### config.mk
export PLATFORM = sky130hd
export DESIGN_NAME = pe_output_collector
export DESIGN_NICKNAME = d
export VERILOG_FILES = /design/src/rtl/pe_output_collector_pkg.sv /design/src/rtl/collector_bank.sv /design/src/rtl/pe_output_collector.sv
export SDC_FILE = /design/constraint.sdc
export NUM_CORES = 1
export LEC_CHECK = 0
export ABC_AREA = 1
export ABC_CLOCK_PERIOD_IN_PS = 5200
export BUFFER_PORTS_ARGS = -buffer_cell sky130_fd_sc_hd__buf_2
export CELL_PAD_IN_SITES_DETAIL_PLACEMENT = 1
export CELL_PAD_IN_SITES_GLOBAL_PLACEMENT = 1
export CORE_MARGIN = 4
export CORE_UTILIZATION = 35
export CTS_CLUSTER_DIAMETER = 120
export DETAILED_ROUTE_END_ITERATION = 10
export PLACE_DENSITY_LB_ADDON = 0.1
export RECOVER_POWER = 25
export REMOVE_ABC_BUFFERS = 1
export SYNTH_ARGS = -nofsm -noshare
export SYNTH_HDL_FRONTEND = slang
export SYNTH_SLANG_ARGS = --single-unit
### constraint.sdc
create_clock -name clk -period 5.2 [get_ports clk]
set_input_delay 0.52 -clock clk [delete_from_list [all_inputs] [get_ports clk]]
set_output_delay 0.52 -clock clk [all_outputs]
set_load 0.02 [all_outputs]
### src/rtl/pe_output_collector_pkg.sv
// Shared definitions for the PE output collector: drain FSM encodings and the
// words-per-beat helper macro used to size the beat mux.
`ifndef PE_COLL_WPB
`define PE_COLL_WPB(out_w, op_w) ((out_w) / (op_w))
`endif

package pe_output_collector_pkg;

  typedef enum logic {
    COLL_IDLE  = 1'b0,
    COLL_DRAIN = 1'b1
  } coll_state_t;

  function automatic int beat_w(input int beats);
    return (beats > 1) ? $clog2(beats) : 1;
  endfunction

endpackage

### src/rtl/collector_bank.sv
// One ping-pong bank: NUM_PE captured words plus a full flag, read back one
// OUT_WIDTH beat at a time through a mux selected by the drain beat counter.
module collector_bank #(
  parameter int NUM_PE    = 8,
  parameter int OP_WIDTH  = 16,
  parameter int OUT_WIDTH = 64,
  parameter int BEAT_W    = 1
) (
  input  logic                       clk,
  input  logic                       reset,
  input  logic                       capture,
  input  logic [NUM_PE*OP_WIDTH-1:0] capture_data,
  input  logic                       clear,
  input  logic [BEAT_W-1:0]          beat_sel,
  output logic                       full,
  output logic [OUT_WIDTH-1:0]       beat_data
);

  localparam int WPB    = `PE_COLL_WPB(OUT_WIDTH, OP_WIDTH);
  localparam int NBEATS = NUM_PE / WPB;

  logic [OUT_WIDTH-1:0] beats [NBEATS];

  // A capture landing on the cycle the bank frees wins, so the bank stays full.
  always_ff @(posedge clk) begin
    if (reset) begin
      full <= 1'b0;
    end else if (capture) begin
      full <= 1'b1;
    end else if (clear) begin
      full <= 1'b0;
    end
  end

  always_ff @(posedge clk) begin
    if (capture) begin
      for (int k = 0; k < NBEATS; k++) begin
        beats[k] <= capture_data[k*OUT_WIDTH +: OUT_WIDTH];
      end
    end
  end

  assign beat_data = beats[beat_sel];

endmodule

### src/rtl/pe_output_collector.sv
// Ping-pong capture of PE results with mask (and ReLU when PE_COLLECTOR_RELU_EN
// is defined), serialized as OUT_WIDTH beats on a valid/ready stream.
module pe_output_collector
  import pe_output_collector_pkg::*;
#(
  parameter int NUM_PE    = 8,
  parameter int OP_WIDTH  = 16,
  parameter int OUT_WIDTH = 64
) (
  input  logic                       clk,
  input  logic                       reset,
  input  logic                       pe_write_valid,
  input  logic [NUM_PE*OP_WIDTH-1:0] pe_write_data,
  input  logic [NUM_PE-1:0]          pe_mask,
  output logic                       pe_stall,
  output logic [OUT_WIDTH-1:0]       out_data,
  output logic                       out_valid,
  input  logic                       out_ready,
  output logic                       out_last,
  output logic                       overflow
);

  localparam int WPB    = `PE_COLL_WPB(OUT_WIDTH, OP_WIDTH);
  localparam int NBEATS = NUM_PE / WPB;
  localparam int BEAT_W = beat_w(NBEATS);
  localparam logic [BEAT_W-1:0] LAST_BEAT = BEAT_W'(NBEATS - 1);

`ifdef PE_COLLECTOR_RELU_EN
  function automatic logic signed [OP_WIDTH-1:0] relu(input logic signed [OP_WIDTH-1:0] x);
    return (x < 0) ? '0 : x;
  endfunction
`endif

  logic [NUM_PE*OP_WIDTH-1:0] capture_word;

  for (genvar i = 0; i < NUM_PE; i++) begin : g_lane
    logic signed [OP_WIDTH-1:0] word;
    assign word = pe_write_data[i*OP_WIDTH +: OP_WIDTH];
`ifdef PE_COLLECTOR_RELU_EN
    assign capture_word[i*OP_WIDTH +: OP_WIDTH] = pe_mask[i] ? relu(word) : '0;
`else
    assign capture_word[i*OP_WIDTH +: OP_WIDTH] = pe_mask[i] ? word : '0;
`endif
  end

  coll_state_t          state, state_nxt;
  logic                 rd_sel, rd_sel_nxt;
  logic                 wr_sel, wr_sel_nxt;
  logic                 overflow_nxt;
  logic [BEAT_W-1:0]    beat_cnt, beat_cnt_nxt;
  logic [1:0]           full, capture, clear;
  logic [OUT_WIDTH-1:0] bank_data [2];
  logic                 handshake, last_hs, accept;

  for (genvar b = 0; b < 2; b++) begin : g_bank
    collector_bank #(
      .NUM_PE    (NUM_PE),
      .OP_WIDTH  (OP_WIDTH),
      .OUT_WIDTH (OUT_WIDTH),
      .BEAT_W    (BEAT_W)
    ) u_bank (
      .clk          (clk),
      .reset        (reset),
      .capture      (capture[b]),
      .capture_data (capture_word),
      .clear        (clear[b]),
      .beat_sel     (beat_cnt),
      .full         (full[b]),
      .beat_data    (bank_data[b])
    );
  end

  assign handshake = out_valid && out_ready;
  assign last_hs   = handshake && (beat_cnt == LAST_BEAT);
  assign clear     = last_hs ? (rd_sel ? 2'b10 : 2'b01) : 2'b00;
  // The target bank counts as free if it completes its last beat this cycle.
  assign accept    = pe_write_valid && (!full[wr_sel] || clear[wr_sel]);
  assign capture   = accept ? (wr_sel ? 2'b10 : 2'b01) : 2'b00;

  always_comb begin
    state_nxt    = state;
    beat_cnt_nxt = beat_cnt;
    rd_sel_nxt   = rd_sel;
    wr_sel_nxt   = wr_sel ^ accept;
    overflow_nxt = overflow | (pe_write_valid && !accept);
    case (state)
      COLL_IDLE: begin
        if (full[rd_sel]) state_nxt = COLL_DRAIN;
      end
      COLL_DRAIN: begin
        if (last_hs) begin
          beat_cnt_nxt = '0;
          rd_sel_nxt   = ~rd_sel;
          state_nxt    = full[~rd_sel] ? COLL_DRAIN : COLL_IDLE;
        end else if (handshake) begin
          beat_cnt_nxt = beat_cnt + 1'b1;
        end
      end
      default: state_nxt = COLL_IDLE;
    endcase
  end

  always_ff @(posedge clk) begin
    if (reset) begin
      state    <= COLL_IDLE;
      beat_cnt <= '0;
      rd_sel   <= 1'b0;
      wr_sel   <= 1'b0;
      overflow <= 1'b0;
    end else begin
      state    <= state_nxt;
      beat_cnt <= beat_cnt_nxt;
      rd_sel   <= rd_sel_nxt;
      wr_sel   <= wr_sel_nxt;
      overflow <= overflow_nxt;
    end
  end

  assign out_valid = (state == COLL_DRAIN);
  assign out_last  = out_valid && (beat_cnt == LAST_BEAT);
  assign out_data  = out_valid ? bank_data[rd_sel] : '0;
  assign pe_stall  = &full;

endmodule
==> After elaboration in Yosys (flattened, before gate mapping) <==
Memory sizes are Yosys's and may differ from the RTL's. A register that Yosys moved wholly into a read port is not among the register bits.
Cells that the tools add are included.
{ "totals": {"output_inout_bits": 68, "ff_bits": 7, "word_cells": 75, "mem_count": 2, "mem_bits_rw": 256} }
{ "op_classes": {"magnitude_cmp": 4, "mux": 42, "n_addsub": 1, "reduce_logical": 14, "bitwise_logic": 5} }
{ "memory_table": {"columns": ["name", "words", "word_bits", "read_ports", "rd_ports_with_merged_regs", "write_ports", "line_no", "text"], "rows": [
  ["g_bank[0].u_bank.beats", 2, 64, 1, 1, 2, "collector_bank.sv:22", "logic [OUT_WIDTH-1:0] beats [NBEATS];"],
  ["g_bank[1].u_bank.beats", 2, 64, 1, 1, 2, "collector_bank.sv:22", null]
]} }
{ "ops": {"columns": ["operator", "n"], "rows": [
  ["$mux 64", 4],
  ["$mux 16", 8],
  ["$mux 1", 25],
  ["$mux 2", 4],
  ["$lt 1x2->1 const B", 3],
  ["$reduce_and 2->1", 3],
  ["$reduce_bool 2->1", 3],
  ["$logic_and 1x1->1", 5],
  ["$ge 2x2->1 const B", 1],
  ["$logic_not 1->1", 2],
  ["$not 1->1", 2],
  ["$not 1->2", 1],
  ["$pmux 1 s2", 1],
  ["$add 1x1->1 const B", 1],
  ["$logic_or 1x1->1", 1],
  ["$or 1x1->1", 1],
  ["$xor 1x1->1", 1]
]} }

==> Depth between registers and ports, before layout <==
Gate-level depths: netlist (run 1).
{ "depth": {"depth_word": 10, "mapped_depth": 8, "ltp_nobuf": 8} }

==> Modules after synthesis <==
A second synthesis (run 1) with hierarchy kept.
{ "unflattened": {"hier_cells": 1206, "hier_area_um2": 12704.7} }
{ "modules_own_cells": {"columns": ["module", "n_inst", "area_per_inst_um2", "seq_area_each_um2", "cells_per_inst"], "rows": [
  ["collector_bank", 2, 5128.7, 3863.7, 339],
  ["pe_output_collector", 1, 2447.3, 100.1, 528]
]} }

==> Worst setup path after synthesis (run 1) <==
OpenSTA, ideal clock, no wires.
{ "synth_timing": {"kind": "register to register", "from": "register state, in the netlist out_valid", "to": "memory g_bank[0].u_bank.beats[0][0], enable pin", "required_ns": 4.696, "n_path_buf": 0, "arrival_ns": 4.011, "setup_ns": 0.504, "path_stages_with_launch": 6, "period_less_slack_ns": 4.515, "path_slack_ns": 0.685, "cell_sequence": "dfxtp_1 nand4_1 nand3_1 nand2_1 nor2_1 ha_1"} }
{ "synth_rtl": {"columns": ["item", "line_no", "text"], "rows": [
  ["from (decl)", "pe_output_collector.sv:46", "coll_state_t state, state_nxt;"],
  ["from (signal assigned)", "pe_output_collector.sv:111", "state <= state_nxt;"],
  ["to (decl)", "collector_bank.sv:22", null]
]} }

==> results of run 1 <==
==> state kept, by name (all words and copies together) (netlist names), named ones only <==
| register | cells |
|---|---|
| beat_cnt | 1 |
| overflow | 1 |
| wr_sel | 1 |
| rd_sel | 1 |
| g_bank.u_bank.full | 2 |
| g_bank.u_bank.beats | 256 |
| out_valid | 1 |
==> final cells by class <==
cell class,instances,share of cell area [%]
repair buffers,216,8.29
inverters,136,3.80
clock inverters,15,1.22
clock buffers,38,5.63
flip-flops and latches,264,58.2
multi-input cells,603,19.1
well taps,402,3.73
==> cell families after synthesis <==
| logic type | count (synthesis) | share of synthesized area, % |
|---|---|---|
| flops | 264 | 70.0 |
| fa+ha+maj | 2 | 0.223 |
| simple gates | 402 | 13.6 |
| buf+inv | 201 | 7.34 |
| compound gates | 199 | 8.92 |
==> through the flow <==
stage	setup TNS, ns	cell area [sq um]	util, %	cells
finish	0	13500	42.7	1674
global route	0	13500	42.7	1674
CTS	0	13500	42.8	1674
detailed placement	0	12600	39.8	1621
global placement	0	12600	39.8	1621
floorplan	-146.39	10900	-	1003
==> placed cells by master (no fill, tap or decap) <==
master and count:
dfxtp_1 6, o21ai_0 8, dfxtp_4 2, ha_4 2, bufinv_16 4, buf_4 7
nand3_1 2, clkinv_1 8, clkinv_2 3, inv_1 133, edfxtp_1 256, clkbuf_16 29
nand2_1 136, nor3b_1 1, clkbuf_1 17, buf_12 2, a21oi_1 69, o21ai_1 120
a31o_1 1, nand4_1 2, o22ai_1 1, nor2_1 261, inv_2 2, inv_4 1
buf_2 199
==> report_power, final <==
| part | internal (uW) | switching, uW | leakage [uW] |
|---|---|---|---|
| registers | 2570 | 55.3 | 0.00251 |
| clock network | 1220 | 787 | 0.000449 |
| logic | 179 | 442 | 0.00304 |
| total | 3960 | 1280 | 0.00599 |
==> worst paths after layout <==
check	start	end	slack, ns	depth (start not counted)
worst min-delay path	pe_write_valid	overflow	0.25	3
worst max register to register	rd_sel	g_bank[0].u_bank.beats[0][14]	1.84	7
worst max-delay path	register	out_data[59]	1.64	5
worst min register to register	overflow	overflow	0.45	2
==> layer usage <==
layer | track usage (%) | share of wire, % | up-vias
li1 | - | - | 3867
met1 | 21.5 | 45 | 3802
met2 | 27.5 | 48 | 186
met3 | 3.00 | 5.0 | 40
met4 | 3.92 | 2.0 | 2
met5 | 0 | 0.045 | -
==> worst reg2reg max path: stages (launching register included) <==
cell and delay [ns]:
dfxtp_4 0.34, buf_4 0.69, nand4_1 0.29, nand3_1 0.14
nand2_1 0.07, nor2_1 0.30, ha_4 0.71, buf_4 0.48
==> out/metrics.yaml, run 1 <==
status:
  status: "completed"
global_routing:
  grt_pass1_wl_microns: 45000
  antenna_found_initial: 1
  globalRoute.totalOverflow: 0
  grt_max_degree: 101
  grt_pass1_vias: 8335
  grt_use_total_pct: 16.1
synth:
  synth-warning-count: 0
  syn_area_sq_um: 11200
  ys_seq_elements: 264
  synth_cell_types: 19
  synth_area_leaders: "edfxtp_1, nor2_1, o21ai_1, nand2_1, inv_1"
  synth_most_common_cell: "nor2_1"
  synth_commonest_cells: "nor2_1, edfxtp_1, nand2_1"
  syn-instance-count: 1068
  dominantRegCellSynth: "edfxtp_1"
  async_flop_share_pct: 0
  synth_top_area_cell: "edfxtp_1"
  synth_seq_area_share_pct: 70.0
  syn_area_per_cell_sq_um: 10.5
  synth-edff-count: 256
  synth_top_area_share_pct: 68.5
critical_path:
  path_cells: "inv_4 -> buf_4 -> o21ai_1 -> a21oi_1 -> buf_2"
  worstSetupEndpointType: "output port"
  crit_path_top_delay_cell: "inv_4"
  crit_arrival_ns: 3.04
  crit_required_ns: 4.68
  cp_num_buf_inv: 3
  max_stage_delay_ns: 0.73
  setup.worst_path.start_class: "register"
  crit_type: "register to output port"
  path_max_fanout: 91
  crit_family: "buffers and inverters"
clock_tree:
  holdBufCountCts: 0
  clock_latency_ns: 0.53
  cts.sinks: 264
  cts-root-buf: "clkbuf_16"
  cts.clk_slew.worst_paths_ns: 0.06
  clk_path_buf_depth: 3
  post_cts_buffers: 0
  cts_tree: "built"
  htree_levels: 1
  cts_buffers: 29
  cts.repair.resized: 0
power:
  p_leak_uw: 0.00599
  peakVddDrop_mv: 0.210
  total_power_uw: 5250
  powerDensity_nw_per_um2: 389
timing:
  setup_ws_ns: 1.64
  whs_ns: 0.247
  setup_viol: 0
  finalCritPeriodShare_pct: 68.5
  clock.fmax_mhz: 281
  fin_skew_ns: 0.00822
  slew_viol_final: 0
  timing.slew.headroom_pct: 23.8
  rsz0062_at_grt: "false"
  period_needed_ns: 3.56
  finalHoldViolCount: 0
  tightest_slew_ns: 1.14
finish:
  antenna_cells: 0
  regArea_sq_um: 7860
  multi_input_area_sq_um: 2570
  nets: 1392
  drive_gt1_share_pct: 19.7
  n_fill_cell: 3556
  area_growth_pct: 20.2
floorplanning:
  die_w_microns: 187
  die_h_microns: 187
  core-area_sq_um: 31600
  rows: 65
  die_area_sq_um: 35000
  initial_core_util_pct: 35.5
  ioPinCount: 208
placement:
  port_buffers: 207
  detailed_place_hpwl_microns: 17600
  gp_congestion: 0.698
  dp_slack_ns: 1.76
detailed_routing:
  num_vias: 7897
  drt_wl_total_microns: 29000
  ant_nets: 0
  drtIter0Drc: 446
  viasPerCell: 4.72
  avgRoutedWirePerCell_microns: 17.3
  firstDrtPassIters: 5
  drc: 0
job:
  drv_cap: 0
hold_path:
  hold_path.class: "primary input to register"
Power figures use the tool's default switching activity.
==> inputs of run 2 (changes only) <==
--- a/config.mk
+++ b/config.mk
@@ -6,7 +6,7 @@
 export NUM_CORES = 1
 export LEC_CHECK = 0
 export ABC_AREA = 1
-export ABC_CLOCK_PERIOD_IN_PS = 5200
+export ABC_CLOCK_PERIOD_IN_PS = 3300
 export BUFFER_PORTS_ARGS = -buffer_cell sky130_fd_sc_hd__buf_2
 export CELL_PAD_IN_SITES_DETAIL_PLACEMENT = 1
 export CELL_PAD_IN_SITES_GLOBAL_PLACEMENT = 1
==> constraint.sdc (replaced) <==
create_clock -name clk -period 3.3 [get_ports clk]
set_input_delay 0.33 -clock clk [delete_from_list [all_inputs] [get_ports clk]]
set_output_delay 0.33 -clock clk [all_outputs]
set_load 0.02 [all_outputs]
==> run 2 against run 1 <==
Design area about the same. Total power up 52%. Sequential power up 57%. Die area unchanged. Hold slack worse by 0.19 ns. Critical endpoint is now out_data[56]. Highest routed layer unchanged.
==> out/metrics.yaml, run 2 (same netlist as run 1, synthesis figures left out) <==
status:
  status: "completed"
floorplanning:
  die_area_sq_um: 35000
  die_h_microns: 187
  die_w_microns: 187
  ioPinCount: 208
  rows: 65
  core-area_sq_um: 31600
  initial_core_util_pct: 35.5
finish:
  finalInstanceArea_sq_um: 13500
  top_regs: "g_bank.u_bank.beats x256, g_bank.u_bank.full x2"
  antenna_cells: 0
  top_register: "g_bank.u_bank.beats"
  drive_gt1_share_pct: 20.2
  n_fill_cell: 3587
  largest_reg_flops: 256
  final_common_cell: "nor2_1"
  final_cell_mix: "nor2_1, edfxtp_1, buf_2"
  nets: 1395
  area_growth_pct: 20.2
timing:
  finalHoldViolCount: 0
  fin_skew_ns: 0.0110
  timing.slew.headroom_pct: 39.5
  rsz0062_at_grt: "false"
  clock.fmax_mhz: 356
  tightest_slew_ns: 0.907
  slew_viol_final: 0
  whs_ns: 0.0609
  period_needed_ns: 2.81
  finalCritPeriodShare_pct: 85.2
  setup_viol: 0
critical_path:
  worstSetupEndpointType: "output port"
  reg2reg_from: "rd_sel"
  crit_type: "register to output port"
  setup.worst_path.start_class: "register"
  startpoint: "rd_sel"
  crit_required_ns: 2.97
  reg2reg_depth: 6
  r2r-end: "g_bank[1].u_bank.beats[0][11]"
  path_max_fanout: 65
  crit_path_end: "out_data[56]"
  crit_arrival_ns: 2.48
  r2r_setup_slack_ns: 0.70
hold_path:
  hold_path.class: "primary input to register"
detailed_routing:
  drc: 0
  ant_nets: 0
  wl_met2_microns: 14000
  viasPerCell: 4.71
  drt_wl_total_microns: 29400
  drtIter0Drc: 387
  firstDrtPassIters: 5
  wl_met3_microns: 1410
  wl_met1_microns: 13400
  num_vias: 7890
  highest_layer: "met5"
  avgRoutedWirePerCell_microns: 17.5
power:
  powerDensity_nw_per_um2: 593
  p_leak_uw: 0.00599
  peakVddDrop_mv: 0.325
clock_tree:
  cts_buffers: 29
  cts.sinks: 264
  holdBufCountCts: 0
  clk_path_buf_depth: 3
  cts-root-buf: "clkbuf_16"
  post_cts_buffers: 0
  cts_tree: "built"
  cts.repair.resized: 0
  clock_latency_ns: 0.54
  htree_levels: 1
  cts.clk_slew.worst_paths_ns: 0.06
global_routing:
  grt_max_degree: 99
  grt_pass1_vias: 8574
  antenna_found_initial: 1
  globalRoute.totalOverflow: 0
  grt_use_total_pct: 16.5
  grt_pass1_wl_microns: 46600
job:
  drv_cap: 0
placement:
  placed_cell_area_sq_um: 12700
  detailed_place_hpwl_microns: 18900
  gp_congestion: 0.735
  port_buffers: 207
[run 2: cell count changes in the layout (fill, tap and decap cells not counted)]
cell       change
buf_12         +5
clkbuf_1       -5
bufinv_16      -4
clkinv_2       +3
buf_2          +2
buf_4          -2
clkinv_1       +1
clkinv_4       +1
inv_6          +1
[run 2: final cells by class]
class / count / area, sq um / area share [%]
flip-flops and latches: 264 / 7860 / 58.3
multi-input cells: 603 / 2570 / 19.1
repair buffers: 219 / 1210 / 8.95
clock buffers: 35 / 748 / 5.55
inverters: 136 / 513 / 3.81
well taps: 402 / 503 / 3.73
clock inverters: 17 / 81.3 / 0.603
[run 2: critical path, cell delays in order, from the launching register on]
cell     delay [ns]
dfxtp_4        0.65
inv_2          0.07
buf_4          0.42
nor2_1         0.19
o21ai_1        0.08
a21oi_1        0.28
buf_2          0.23
[run 2: how the worst min path moves through the flow]
stage                to     start  slack (ns)  depth (start not counted)
2_1_floorplan    wr_sel     reset        0.40                          1
3_3_place_gp   overflow  overflow        0.44                          2
3_5_place_dp   overflow  overflow        0.45                          2
4_1_cts          rd_sel     reset        0.03                          2
5_1_grt          rd_sel     reset        0.05                          2
6_report         rd_sel     reset        0.06                          2
[run 2: power by group]
group          switching (uW)  internal, uW  total [uW]
Clock                    1250          1600        2850
Sequential               90.3          4050        4140
Combinational             700           305        1010
[run 2: metal layers]
metal | GRT usage, % | vias to the layer above
met5 | 0 | -
met4 | 4.01 | 2
met3 | 2.82 | 44
met2 | 27.8 | 186
met1 | 22.4 | 3784
li1 | - | 3874
[run 2: per-stage QoR]
| step | utilization [%] | instances | worst slack [ns] | TNS, ns | power, uW |
|---|---|---|---|---|---|
| after floorplan | - | 1003 | -2.47 | -727.56 | 4800 |
| after global placement | 40.1 | 1624 | 0.694 | 0 | 5220 |
| after detailed placement | 40.1 | 1624 | 0.672 | 0 | 5250 |
| after CTS | 42.7 | 1676 | 0.402 | 0 | 8130 |
| after global routing | 42.7 | 1676 | 0.293 | 0 | 8380 |
| final | 42.7 | 1676 | 0.490 | 0 | 8000 |
==> inputs of run 3 (changes only) <==
--- a/config.mk
+++ b/config.mk
@@ -10,11 +10,12 @@
 export BUFFER_PORTS_ARGS = -buffer_cell sky130_fd_sc_hd__buf_2
 export CELL_PAD_IN_SITES_DETAIL_PLACEMENT = 1
 export CELL_PAD_IN_SITES_GLOBAL_PLACEMENT = 1
+export CORE_ASPECT_RATIO = 2
 export CORE_MARGIN = 4
 export CORE_UTILIZATION = 35
 export CTS_CLUSTER_DIAMETER = 120
 export DETAILED_ROUTE_END_ITERATION = 10
-export PLACE_DENSITY_LB_ADDON = 0.1
+export PLACE_DENSITY = 0.7
 export RECOVER_POWER = 25
 export REMOVE_ABC_BUFFERS = 1
 export SYNTH_ARGS = -nofsm -noshare
==> run 3 against run 2 <==
Sequential cell count stayed put. Clock skew is 0.0017 ns lower. Die area is 0.50% higher. Critical path type unchanged. Largest cell class unchanged.
==> out/metrics.yaml, run 3 (same netlist as run 1, synthesis figures left out) <==
global_routing:
  grt_use_total_pct: 17.2
  grt_max_degree: 69
  grt_pass1_vias: 8617
  grt_pass1_wl_microns: 46700
  globalRoute.totalOverflow: 0
  antenna_found_initial: 4
hold_path:
  min_to: "rd_sel"
  hold_path.class: "primary input to register"
  min-delay-start: "reset"
  hold_path_depth: 2
timing:
  setup_tns_ns: 0
  rsz0062_at_grt: "false"
  finalCritPeriodShare_pct: 88.8
  tightest_slew_ns: 0.938
  fin_skew_ns: 0.00929
  slew_viol_final: 0
  period_needed_ns: 2.93
  setup_viol: 0
  timing.slew.headroom_pct: 37.5
  clock.fmax_mhz: 341
  finalHoldViolCount: 0
critical_path:
  reg2reg_depth: 6
  path_common_cell: "nor2_1"
  setup.worst_path.start_class: "register"
  worstSetupEndpointType: "output port"
  r2r_setup_slack_ns: 0.93
  path_max_fanout: 64
  crit_arrival_ns: 2.60
  cp_num_buf_inv: 2
  crit_path_top_delay_cell: "buf_4"
  crit_type: "register to output port"
  r2r-end: "g_bank[0].u_bank.beats[1][44]"
  crit_required_ns: 2.97
  max_stage_delay_ns: 0.63
  reg2reg_from: "out_valid"
  path_cells: "buf_4 -> nor2_1 -> nor2_1 -> o21ai_0 -> a21oi_1 -> buf_2"
  crit_family: "buffers and inverters"
finish:
  regArea_sq_um: 7860
  final_cell_mix: "nor2_1, edfxtp_1, buf_2"
  top_regs: "g_bank.u_bank.beats x256, g_bank.u_bank.full x2"
  area_growth_pct: 19.9
  largest_reg_flops: 256
  n_fill_cell: 3609
  nets: 1391
  multi_input_area_sq_um: 2570
  final_common_cell: "nor2_1"
  top_register: "g_bank.u_bank.beats"
  drive_gt1_share_pct: 20.1
detailed_routing:
  drt_wl_total_microns: 30600
  ant_nets: 0
  avgRoutedWirePerCell_microns: 18.1
  viasPerCell: 4.72
  drtIter0Drc: 481
  drc: 0
  num_vias: 7983
  firstDrtPassIters: 6
clock_tree:
  htree_levels: 1
  cts-root-buf: "clkbuf_16"
  cts_buffers: 23
  holdBufCountCts: 0
  cts.repair.resized: 0
  cts.clk_slew.worst_paths_ns: 0.07
  clock_latency_ns: 0.51
  clk_path_buf_depth: 3
  cts_tree: "built"
  post_cts_buffers: 0
  cts.sinks: 264
floorplanning:
  rows: 92
  die_area_sq_um: 35200
  die_w_microns: 135
  core-area_sq_um: 31500
  die_h_microns: 261
  initial_core_util_pct: 35.6
  ioPinCount: 208
placement:
  port_buffers: 207
  detailed_place_hpwl_microns: 20200
  gp_congestion: 0.746
power:
  total_power_uw: 7880
  powerDensity_nw_per_um2: 586
  peakVddDrop_mv: 0.517
  p_leak_uw: 0.00596
status:
  status: "completed"
job:
  drv_cap: 0
==> run 3: worst register-to-register path: stages, from the launching register on <==
cell	delay, ns
dfxtp_1	0.43
nand4_1	0.22
nand3_1	0.12
nand2_1	0.07
nor2_1	0.26
ha_4	0.51
buf_12	0.39
==> run 3: stage by stage <==
step	hold WS [ns]	util, %	setup WS [ns]	cells	area [sq um]
floorplan	0.397	-	-2.47	1003	10900
CTS	0.0608	42.6	0.291	1688	13500
global route	0.0722	42.6	0.148	1688	13400
detailed placement	0.447	40.3	0.859	1647	12700
global placement	0.436	40.3	0.887	1647	12700
finish	0.0790	42.6	0.370	1691	13400
==> run 3: worst max-delay path by stage <==
| stage | slack, ns | end | cells past startpoint |
|---|---|---|---|
| 2_1_floorplan | -2.47 | g_bank[0].u_bank.beats[0][0] | 6 |
| 3_3_place_gp | 0.89 | out_data[0] | 6 |
| 3_5_place_dp | 0.86 | out_data[0] | 6 |
| 4_1_cts | 0.29 | out_data[28] | 6 |
| 5_1_grt | 0.15 | out_data[0] | 6 |
| 6_report | 0.37 | out_data[0] | 6 |
==> run 3: power by group <==
group	leakage, uW	internal, uW	switching (uW)	total (uW)
clock network	0.000365	1570	1160	2730
logic	0.00309	304	707	1010
registers	0.00251	4050	96.5	4140
==> run 3: routing by layer <==
layer	wire [microns]	global-route usage [%]	vias to the layer above	part of all wire (%)
met5	20	0	-	0.065
met4	1090	6.94	2	3.6
met3	1080	2.31	44	3.5
met2	17600	34.5	151	57
met1	10800	17.6	3924	35
li1	-	-	3862	-
==> run 3: layout make-up <==
| class | instances | share of cell area, % |
|---|---|---|
| well taps | 423 | 3.94 |
| inverters | 136 | 3.81 |
| repair buffers | 221 | 9.06 |
| clock buffers | 31 | 4.65 |
| flip-flops and latches | 264 | 58.4 |
| multi-input cells | 603 | 19.1 |
| diodes | 3 | 0.0558 |
| clock inverters | 10 | 0.958 |
